<file path="config.mk">
export PLATFORM = sky130hd
export DESIGN_NAME = video_scanline_aligner
export DESIGN_NICKNAME = d
export VERILOG_FILES = /design/src/rtl/video_scanline_aligner.sv
export SDC_FILE = /design/constraint.sdc
export NUM_CORES = 1
export LEC_CHECK = 0
export CAP_MARGIN = 20
export CORE_MARGIN = 2
export CORE_UTILIZATION = 30
export DETAILED_ROUTE_END_ITERATION = 12
export SLEW_MARGIN = 20
export SYNTH_ARGS = -nofsm -noshare
export SYNTH_HDL_FRONTEND = slang
export SYNTH_SLANG_ARGS = --single-unit
</file>
<file path="constraint.sdc">
create_clock -name clk_vid -period 2.5 [get_ports clk_vid]
set_input_delay 0.5 -clock clk_vid [delete_from_list [all_inputs] [get_ports clk_vid]]
set_output_delay 0.5 -clock clk_vid [all_outputs]
set_load 0.01 [all_outputs]
</file>
<file path="src/rtl/video_scanline_aligner.sv">
// video_scanline_aligner
//   Sits after the mono/colour converter. Delays the raw sync/blank signals by
//   SYNC_DELAY pixel-enable cycles so they line up with the converter output.
//   Then one output register stage:
//     - blanks pixels during hblank/vblank
//     - darkens alternate lines according to a per-frame latched scanline mode
//   Optional feature macro: VIDEO_SCANLINE_INTERLACE_EN
//     When defined, the dimmed line set alternates from frame to frame.
//   SYNC_DELAY legal range: 1..8.
`timescale 1ns/1ps

module video_scanline_aligner #(
    parameter int SYNC_DELAY = 3
) (
    input  logic       clk_vid,
    input  logic       reset,
    input  logic       ce_pix,
    input  logic [1:0] scanline_mode,
    input  logic [7:0] R_IN,
    input  logic [7:0] G_IN,
    input  logic [7:0] B_IN,
    input  logic       hsync_in,
    input  logic       vsync_in,
    input  logic       hblank_in,
    input  logic       vblank_in,
    output logic [7:0] R_OUT,
    output logic [7:0] G_OUT,
    output logic [7:0] B_OUT,
    output logic       hsync_out,
    output logic       vsync_out,
    output logic       hblank_out,
    output logic       vblank_out,
    output logic       de_out
);

    // Sync tap bit positions: {hsync, vsync, hblank, vblank}
    localparam int HS = 3;
    localparam int VS = 2;
    localparam int HB = 1;
    localparam int VB = 0;

    logic [3:0] sync_tap [SYNC_DELAY];
    logic [3:0] aligned;
    logic       aligned_blank;
    logic       h_rise;
    logic       v_rise;
    logic       line_parity;
    logic       parity_nxt;
    logic [1:0] mode_q;
    logic [1:0] mode_nxt;
    logic       vsync_parity;
    logic [7:0] r_px;
    logic [7:0] g_px;
    logic [7:0] b_px;

    // Per-channel darkening. Mode 0 returns the pixel unchanged.
    // The mode 1 result is x - x/4, which is always <= x, so it cannot wrap.
    function automatic logic [7:0] dim_px(input logic [7:0] x, input logic [1:0] m);
        logic [7:0] y;
        case (m)
            2'd1:    y = x - (x >> 2);
            2'd2:    y = x >> 1;
            2'd3:    y = x >> 2;
            default: y = x;
        endcase
        return y;
    endfunction

    // Sync delay line: tap[SYNC_DELAY-1] lines up with the pixel on R/G/B_IN.
    always_ff @(posedge clk_vid) begin
        if (reset) begin
            for (int i = 0; i < SYNC_DELAY; i++) sync_tap[i] <= '0;
        end else if (ce_pix) begin
            sync_tap[0] <= {hsync_in, vsync_in, hblank_in, vblank_in};
            for (int i = 1; i < SYNC_DELAY; i++) sync_tap[i] <= sync_tap[i-1];
        end
    end

    assign aligned       = sync_tap[SYNC_DELAY-1];
    assign aligned_blank = aligned[HB] | aligned[VB];

    // The sync output registers hold the previous aligned value.
    // That gives rising-edge detection without extra state.
    assign h_rise = aligned[HS] & ~hsync_out;
    assign v_rise = aligned[VS] & ~vsync_out;

`ifdef VIDEO_SCANLINE_INTERLACE_EN
    logic frame_phase;

    // Frame phase flips every frame, so the dimmed line set alternates.
    always_ff @(posedge clk_vid) begin
        if (reset) begin
            frame_phase <= 1'b0;
        end else if (ce_pix && v_rise) begin
            frame_phase <= ~frame_phase;
        end
    end

    // Parity restarts at the new (toggled) frame phase.
    assign vsync_parity = ~frame_phase;
`else
    assign vsync_parity = 1'b0;
`endif

    // Next line parity and mode.
    // On a vsync edge the parity is reloaded and any hsync edge in the same
    // cycle is ignored, so vsync wins.
    always_comb begin
        parity_nxt = line_parity;
        mode_nxt   = mode_q;
        if (v_rise) begin
            parity_nxt = vsync_parity;
            mode_nxt   = scanline_mode;
        end else if (h_rise) begin
            parity_nxt = ~line_parity;
        end
    end

    // Line parity and frame-latched mode registers.
    always_ff @(posedge clk_vid) begin
        if (reset) begin
            line_parity <= 1'b0;
            mode_q      <= 2'd0;
        end else if (ce_pix) begin
            line_parity <= parity_nxt;
            mode_q      <= mode_nxt;
        end
    end

    // Pixel shaping. Blanking forces black; odd-parity lines are dimmed.
    always_comb begin
        r_px = R_IN;
        g_px = G_IN;
        b_px = B_IN;
        if (aligned_blank) begin
            r_px = 8'd0;
            g_px = 8'd0;
            b_px = 8'd0;
        end else if (line_parity && (mode_q != 2'd0)) begin
            r_px = dim_px(R_IN, mode_q);
            g_px = dim_px(G_IN, mode_q);
            b_px = dim_px(B_IN, mode_q);
        end
    end

    // Output stage: pixel and sync leave together, one enable after alignment.
    always_ff @(posedge clk_vid) begin
        if (reset) begin
            R_OUT      <= 8'd0;
            G_OUT      <= 8'd0;
            B_OUT      <= 8'd0;
            hsync_out  <= 1'b0;
            vsync_out  <= 1'b0;
            hblank_out <= 1'b0;
            vblank_out <= 1'b0;
            de_out     <= 1'b0;
        end else if (ce_pix) begin
            R_OUT      <= r_px;
            G_OUT      <= g_px;
            B_OUT      <= b_px;
            hsync_out  <= aligned[HS];
            vsync_out  <= aligned[VS];
            hblank_out <= aligned[HB];
            vblank_out <= aligned[VB];
            de_out     <= ~aligned_blank;
        end
    end

endmodule

</file>
Yosys cells after proc, flatten, opt, wreduce, memory -nomap -nowiden
Memory sizes are Yosys's and may differ from the RTL's.
Cells that the tools add are included.
{"block": "op_classes", "bitwise_logic": 10, "n_eq_ne": 3, "n_reduce_logical": 5, "mux": 19, "addsub": 3}
{"op": "case mux 8 bit (3 select lines)", "n": 3}
{"op": "2-to-1 mux 8 bit", "n": 6}
{"op": "subtractor 8 x 6 -> 8 bit", "n": 3}
{"op": "2-to-1 mux 4 bit", "n": 3}
{"op": "2-to-1 mux 1 bit", "n": 7}
{"op": "== test 2 bit, second input constant", "n": 2}
{"op": "inverter 1 bit", "n": 4}
{"op": "bitwise OR 1 bit", "n": 4}
{"op": "AND reduction 2 bit", "n": 2}
{"op": "nonzero test 2 bit", "n": 2}
{"op": "bitwise AND 1 bit", "n": 2}
{"op": "== test 2 x 1 -> 1 bit, second input constant", "n": 1}
{"op": "logical AND 1 bit", "n": 1}
{"block": "word_totals", "reg_bits": 32, "out_inout_bits": 29, "in_bits": 33, "memories": 1, "ram_bits": 12}
{"memory": "sync_tap", "depth": 3, "width": 4, "rd": 3, "rd_clocked_by_memory_dff": 0, "wr": 3, "line_no": "42", "source": "logic [3:0] sync_tap [SYNC_DELAY];"}

Logic depth before layout (Yosys ltp)
Gate-level depths: netlist of run 1.
{"block": "logic_depth", "depth_word": 4, "ltp_mapped": 9}

Least setup slack after synthesis of run 1
Ideal clock, no wire load.
{"block": "synth_timing", "path_type": "input to register", "from": "in R_IN[0]", "to": "reg R_OUT[6]", "path_slack_ns": 0.502, "setup_time_ns": 0.131, "stages": 9, "arrival_ns": 1.866, "path_buffers": 0, "cell_sequence": "inv_1 -> ha_1 -> inv_1 -> fa_1 -> a211oi_1 -> o21bai_1 -> a21oi_1 -> mux2i_1 -> o211ai_1"}
{"block": "synth_via", "elab_chain_len": 4}
{"item": "start: declaration", "line_no": "19", "source": "input logic [7:0] R_IN,"}
{"item": "subtractor 8 x 6 -> 8 bit", "line_no": "61", "source": "2'd1: y = x - (x >> 2);"}
{"item": "case mux 8 bit (3 select lines)", "line_no": "60", "source": "case (m)"}
{"item": "2-to-1 mux 8 bit", "line_no": "139", "source": "end else if (line_parity && (mode_q != 2'd0)) begin"}
{"item": "2-to-1 mux 8 bit", "line_no": "135", "source": "if (aligned_blank) begin"}
{"item": "end signal: assignment", "line_no": "158", "source": "R_OUT <= r_px;"}
{"item": "end: declaration", "line_no": "26", "source": "output logic [7:0] R_OUT,"}
Every way passes these cells.
A chain may end at the register's enable or synchronous reset.

Worst setup path after layout of run 1
{"block": "layout_timing", "from": "in B_IN[2]", "to": "reg B_OUT[6]"}
{"block": "layout_via", "elab_chain_len": 4}
{"item": "start: declaration", "line_no": "21", "source": "input logic [7:0] B_IN,"}
{"item": "subtractor 8 x 6 -> 8 bit", "line_no": "61"}
{"item": "case mux 8 bit (3 select lines)", "line_no": "60"}
{"item": "2-to-1 mux 8 bit", "line_no": "139"}
{"item": "2-to-1 mux 8 bit", "line_no": "135"}
{"item": "end signal: assignment", "line_no": "160", "source": "B_OUT <= b_px;"}
{"item": "end: declaration", "line_no": "28", "source": "output logic [7:0] B_OUT,"}
Every way passes these cells.

==> flow_summary.ini, run 1 <==
[synth]
synth_xor_area_share_pct = 2.590
muxShareOfSynthArea_pct = 6.250
ys_ff_latch = 44
synth-edff-count = 12
yosys.area_share.adder_pct = 9.375
syn-cell-area_mm2 = 0.003043
avgSynthCellArea_um2 = 8.224
netlist_instances = 370
synth.distinct_cells = 40
yosys.area.top_type = dfxtp_1
synth_top_family_by_area = compound AO/OA/AOI/OAI gates
netlist.area_leader.share_pct = 21.05
yosysSeqAreaShare_pct = 32.89
synth_nets = 424
synthFlopType = dfxtp_1
synth_compound_area_share_pct = 24.55
ys_async_sr_fraction_pct = 0
synthTopCellsByArea = dfxtp_1 (21%), edfxtp_1 (12%), ha_1 (7.4%), o21ai_0 (6.9%), mux2i_1 (6.3%)
yosys_warnings = 0
yosys.area_share.simple_pct = 17.89

[routing]
drc_errors = 0
wl_per_cell_um = 14.36
drt_iter0_drc = 116
drt-total-wl_mm = 8.329
num_vias = 2860
dr.pass1.iters = 4
via_per_inst = 4.931
ant_nets = 0

[final_layout]
final_cells = 580
antenna-diode-count = 0
drive_gt1_share_pct = 10.29
area.growth.synth_to_final_pct = 32.85
final_cell_area_mm2 = 0.004043
nets = 500
final_util_pct = 41.17

[sta]
setup_tns_ns = 0
maxSlewViolCount = 0
finalCritPeriodShare_pct = 93.69
finalCriticalPeriod_ns = 2.342
fmax_mhz = 426.9
hold_viol_final = 0
rsz0062_at_grt = no
setup_viol = 0
hold_ws_ns = 0.4582
timing.slew.headroom_pct = 31.45
tightestPinTransition_ns = 1.026
finalClockSkew_ns = 0.01160

[clocking]
cts_tree = built
cts_resized = 0
clock-root-buffer = clkbuf_8
htree_levels = 2
clk_latency_ns = 0.30
cts_buffer_depth = 2
clkSlewWorstSetupHoldPaths_ns = 0.10
ctsHoldBuffers = 0
cts_buffers = 5
post_cts_buffers = 0
numClockSinks = 44

[placed_design]
place.gp.congestion = 0.8528
dp.cells = 572
place_area_mm2 = 0.003928
portBuffers = 61
dp_hpwl_mm = 6.014

[global_routing]
antenna_found_initial = 0
globalRouteOverflowTotal = 0
grt_pass1_vias = 2778
grt_util_all_layers_pct = 15.11
grt_first_pass_wirelength_mm = 13.66
grt_max_degree = 27

[critical_path]
end_kind = flip-flop
slowest_delay_ns = 0.50
setup.worst_path.start_class = input pin
crit_arrival_ns = 2.53
slowest_stage = clkdlybuf4s50_1
critPathKind = input pin to flip-flop
timing.critical_path.buf_inv = 2
path_delay_family = compound AO/OA/AOI/OAI gates
worstPathRequired_ns = 2.68
path_cells = clkdlybuf4s50_1 > ha_1 > inv_1 > fa_1 > a211oi_1 > o21bai_1 > a21oi_1 > mux2i_1 > o211ai_1
crit_fanout = 3

[outcome]
outcome = complete, no violations

[floorplan]
fp.dieW_um = 104.7
initial_core_util_pct = 30.99
pin_count = 62
die-area_mm2 = 0.01096
rows = 36
core-area_mm2 = 0.009819
dieHeight_um = 104.7

[power]
pwr-share-seq_pct = 43.5
clkPwrFrac_pct = 31.7
pwr-share-comb_pct = 24.8
total_leakage_power_nw = 1.606
vdd_drop_max_mv = 0.2283
power_switching_w = 0.0005271
swShare_pct = 28.72
power_density_mw_per_mm2 = 454.0
intPower_w = 0.001308

[flow_run]
drv_cap = 0

[worst_hold_path]
hp-class = flip-flop to flip-flop
-- per-layer routing --
layer | up-vias | global-route usage, % | share of wire [%]
li1 | 1449 | - | -
met1 | 1309 | 20.18 | 46
met2 | 100 | 25.16 | 46
met3 | 2 | 2.994 | 7.3
met4 | 0 | 3.524 | 0.20
met5 | - | 0 | 0
-- power by group through the flow --
stage,registers [W],logic (W),clock network (W)
3_3_place_gp,0.000814,0.000448,0
3_5_place_dp,0.000815,0.000453,0
6_report,0.000798,0.000455,0.000582
4_1_cts,0.000799,0.000456,0.000602
5_1_grt,0.000805,0.000503,0.000624
2_1_floorplan,0.000818,0.000243,0
-- worst paths after layout --
kind	start	to	slack [ns]	cells after the start
worst max register to register	mode_q[1]	R_OUT[0]	0.55	4
worst min register to register	R_OUT[7]	R_OUT[7]	0.46	2
worst max-delay path	B_IN[2]	B_OUT[6]	0.16	9
worst min-delay path	R_OUT[7]	R_OUT[7]	0.46	2
-- cells in the mapped netlist (4+ instances only) --
library cell and n:
nor3_1 7, ha_1 18, mux2i_1 19, edfxtp_1 12, o21ai_1 4, nor2_1 30, a211oi_1 9, or2_2 4
buf_2 9, o21a_1 4, a21o_1 10, a21oi_1 26, nand2b_1 4, clkbuf_1 7, dfxtp_1 32, xnor2_1 9
o211ai_1 5, and2_1 12, nand2_1 40, o21ai_0 42, nor2b_1 6, inv_1 25
-- worst register-to-register path, delay by kind of cell (launching register included) --
family | cells | cell delay, ns
compound gates | 3 | 0.51
flops | 1 | 0.49
simple gates | 1 | 0.87
-- through the flow --
step	setup WS, ns	power [W]
2_1_floorplan	0.5025	0.001061
3_3_place_gp	-0.06629	0.001262
3_5_place_dp	-0.1215	0.001268
4_1_cts	0.1943	0.001857
5_1_grt	0.06437	0.001931
6_report	0.1577	0.001835
-- final cells by class --
class / instances / area (um2)
fill: 1004 / 5777
multi-input combinational: 281 / 1846
timing repair buffer: 89 / 820.8
tap: 133 / 166.4
sequential: 44 / 1001
clock buffer: 5 / 68.82
clock inverter: 3 / 46.29
inverter: 25 / 93.84
-- state kept, by name, summed over array words and instances (netlist names) --
name	cells
sync_tap	12
B_OUT	8
G_OUT	8
R_OUT	8
mode_q	2
de_out	1
hblank_out	1
hsync_out	1
line_parity	1
vblank_out	1
vsync_out	1
-- logic make-up (layout without fill, tap and decap cells) --
family / Yosys count / after routing
buf+inv: 45 / 122
flops: 44 / 44
compound gates: 121 / 121
xor+xnor: 9 / 9
fa+ha+maj: 21 / 21
mux: 19 / 19
simple gates: 111 / 111
-- placed cells by master (no fill, tap or decap), types with 12 or more instances in the layout --
cell type / Yosys / routed
clkdlybuf4s50_1: 0 / 61
o21ai_0: 42 / 42
a21oi_1: 26 / 26
dfxtp_1: 32 / 32
mux2i_1: 19 / 19
nor2_1: 30 / 30
buf_4: 2 / 28
ha_1: 18 / 18
nand2_1: 40 / 40
edfxtp_1: 12 / 12
and2_1: 12 / 12
inv_1: 25 / 25
No activity file was read; power rests on OpenSTA's default activity.
==> run 2, diff against run 1 <==
--- a/config.mk
+++ b/config.mk
@@ -9,6 +9,7 @@
 export CORE_MARGIN = 2
 export CORE_UTILIZATION = 30
 export DETAILED_ROUTE_END_ITERATION = 12
+export SETUP_SLACK_MARGIN = 0.5
 export SLEW_MARGIN = 20
 export SYNTH_ARGS = -nofsm -noshare
 export SYNTH_HDL_FRONTEND = slang
==> flow_summary.ini, run 2 (synthesis gave the netlist of run 1 again) <==
[outcome]
outcome = complete, no violations

[critical_path]
timing.critical_path.buf_inv = 2
path_cells = clkdlybuf4s50_1 > inv_1 > ha_4 > or2_2 > a21bo_2 > o21ai_1 > xnor2_1 > o21ai_0
crit_arrival_ns = 2.16
crit_fanout = 3
worstPathRequired_ns = 2.69
end_kind = flip-flop
path_delay_family = buffers and inverters
slowest_stage = clkdlybuf4s50_1
slowest_delay_ns = 0.50
setup.worst_path.start_class = input pin
critPathKind = input pin to flip-flop

[final_layout]
largest_reg_flops = 12
largest-register = sync_tap
nets = 502
drive_gt1_share_pct = 19.60
final_cell_mix = clkdlybuf4s50_1 (44), nand2_1 (40), o21ai_0 (38)
antenna-diode-count = 0
fillers = 992
layout_commonest_cell = clkdlybuf4s50_1
area.growth.synth_to_final_pct = 38.16

[sta]
finalCritPeriodShare_pct = 78.81
tightestPinTransition_ns = 0.6410
hold_viol_final = 0
setup_tns_ns = 0
maxSlewViolCount = 0
finalClockSkew_ns = 0.01388
fmax_mhz = 507.6
hold_ws_ns = 0.4585
rsz0062_at_grt = yes
timing.slew.headroom_pct = 57.07
finalCriticalPeriod_ns = 1.970
setup_viol = 0

[floorplan]
die-area_mm2 = 0.01096
fp.dieW_um = 104.7
dieHeight_um = 104.7
pin_count = 62
initial_core_util_pct = 30.99
core-area_mm2 = 0.009819
rows = 36

[global_routing]
grt_util_all_layers_pct = 15.29
grt_first_pass_wirelength_mm = 13.80
antenna_found_initial = 0
grt_pass1_vias = 2830
grt_max_degree = 27
globalRouteOverflowTotal = 0

[routing]
dr_wl_met3_um = 565
via_per_inst = 5.019
drt_iter0_drc = 119
drc_errors = 0
drt-total-wl_mm = 8.506
num_vias = 2921
wl_per_cell_um = 14.62
dr.pass1.iters = 4
routed.top_layer = met4
route.met2.wl_mm = 3.966
ant_nets = 0
wl_met1_mm = 3.911

[clocking]
cts_buffers = 5
clk_latency_ns = 0.30
clkSlewWorstSetupHoldPaths_ns = 0.09
clock-root-buffer = clkbuf_8
cts_tree = built
htree_levels = 2
numClockSinks = 44
cts_buffer_depth = 2

[flow_run]
drv_cap = 0

[placed_design]
portBuffers = 61
place.gp.congestion = 0.8528
dp_hpwl_mm = 6.014

[power]
total_leakage_power_nw = 1.679
power.total_w = 0.001878
vdd_drop_max_mv = 0.2323
power_density_mw_per_mm2 = 446.7

[worst_hold_path]
hp-class = flip-flop to flip-flop
## run 2: cell types whose count changed in the layout (fill, tap and decap cells not counted), sizes merged
| cell | delta |
|---|---|
| dlygate4sd2 | +4 |
| clkbuf | +4 |
| buf | +2 |
| dlymetal6s2s | +6 |
| clkdlybuf4s50 | -17 |
| clkdlybuf4s15 | +3 |
## run 2: stage by stage
step           util [%]  setup slack [ns]  cell area (um2)  instances
4_1_cts           41.78            0.4638             4103        581
2_1_floorplan         -            0.5025             3043        370
5_1_grt           42.81            0.4791             4204        582
3_5_place_dp      40.00           -0.1215             3928        572
3_3_place_gp      40.00          -0.06629             3928        572
6_report          42.81            0.5298             4204        582
## run 2: metal layers
| layer | track usage, % | vias to the layer above |
|---|---|---|
| met4 | 4.381 | 0 |
| met3 | 3.119 | 6 |
| met1 | 20.30 | 1362 |
| met2 | 25.16 | 96 |
| li1 | - | 1457 |
| met5 | 0 | - |
## run 2: path summary, 6_finish.rpt
path	from	to	slack, ns	cells past startpoint
worst max-delay path	R_IN[6]	R_OUT[7]	0.53	8
worst max register to register	mode_q[0]	R_OUT[5]	0.78	5
worst min register to register	R_OUT[7]	R_OUT[7]	0.46	2
worst min-delay path	R_OUT[7]	R_OUT[7]	0.46	2
## run 2: timing repair
action                     CTS  global route
gates resized for setup     30            40
buffers inserted             1             1
hold buffers                 0             0
pin swaps                   21            22
setup endpoints to repair   19            13
## run 2: area by class of cell
| class | instances | area [um2] | share of cell area, % |
|---|---|---|---|
| multi-input cells | 281 | 2001 | 47.59 |
| flip-flops and latches | 44 | 1002 | 23.84 |
| repair buffers | 91 | 825.8 | 19.64 |
| well taps | 133 | 166.4 | 3.958 |
| inverters | 25 | 93.84 | 2.232 |
| clock buffers | 5 | 68.82 | 1.637 |
| clock inverters | 3 | 46.29 | 1.101 |
## run 2: tightest hold or removal path: cells and delay by family (launching register included)
kind | cells | cell delay [ns]
AOI/OAI and AO/OA | 1 | 0.05
DFF | 1 | 0.34
and+or+nand+nor | 1 | 0.04
## run 2: power breakdown
| group | switching [W] | total, W | leakage (nW) | internal (W) |
|---|---|---|---|---|
| clock network | 0.000283 | 0.000585 | 0.0548 | 0.000302 |
| logic | 0.000240 | 0.000495 | 1.23 | 0.000255 |
| registers | 0.0000253 | 0.000798 | 0.394 | 0.000773 |
| total | 0.000548 | 0.00188 | 1.68 | 0.00133 |
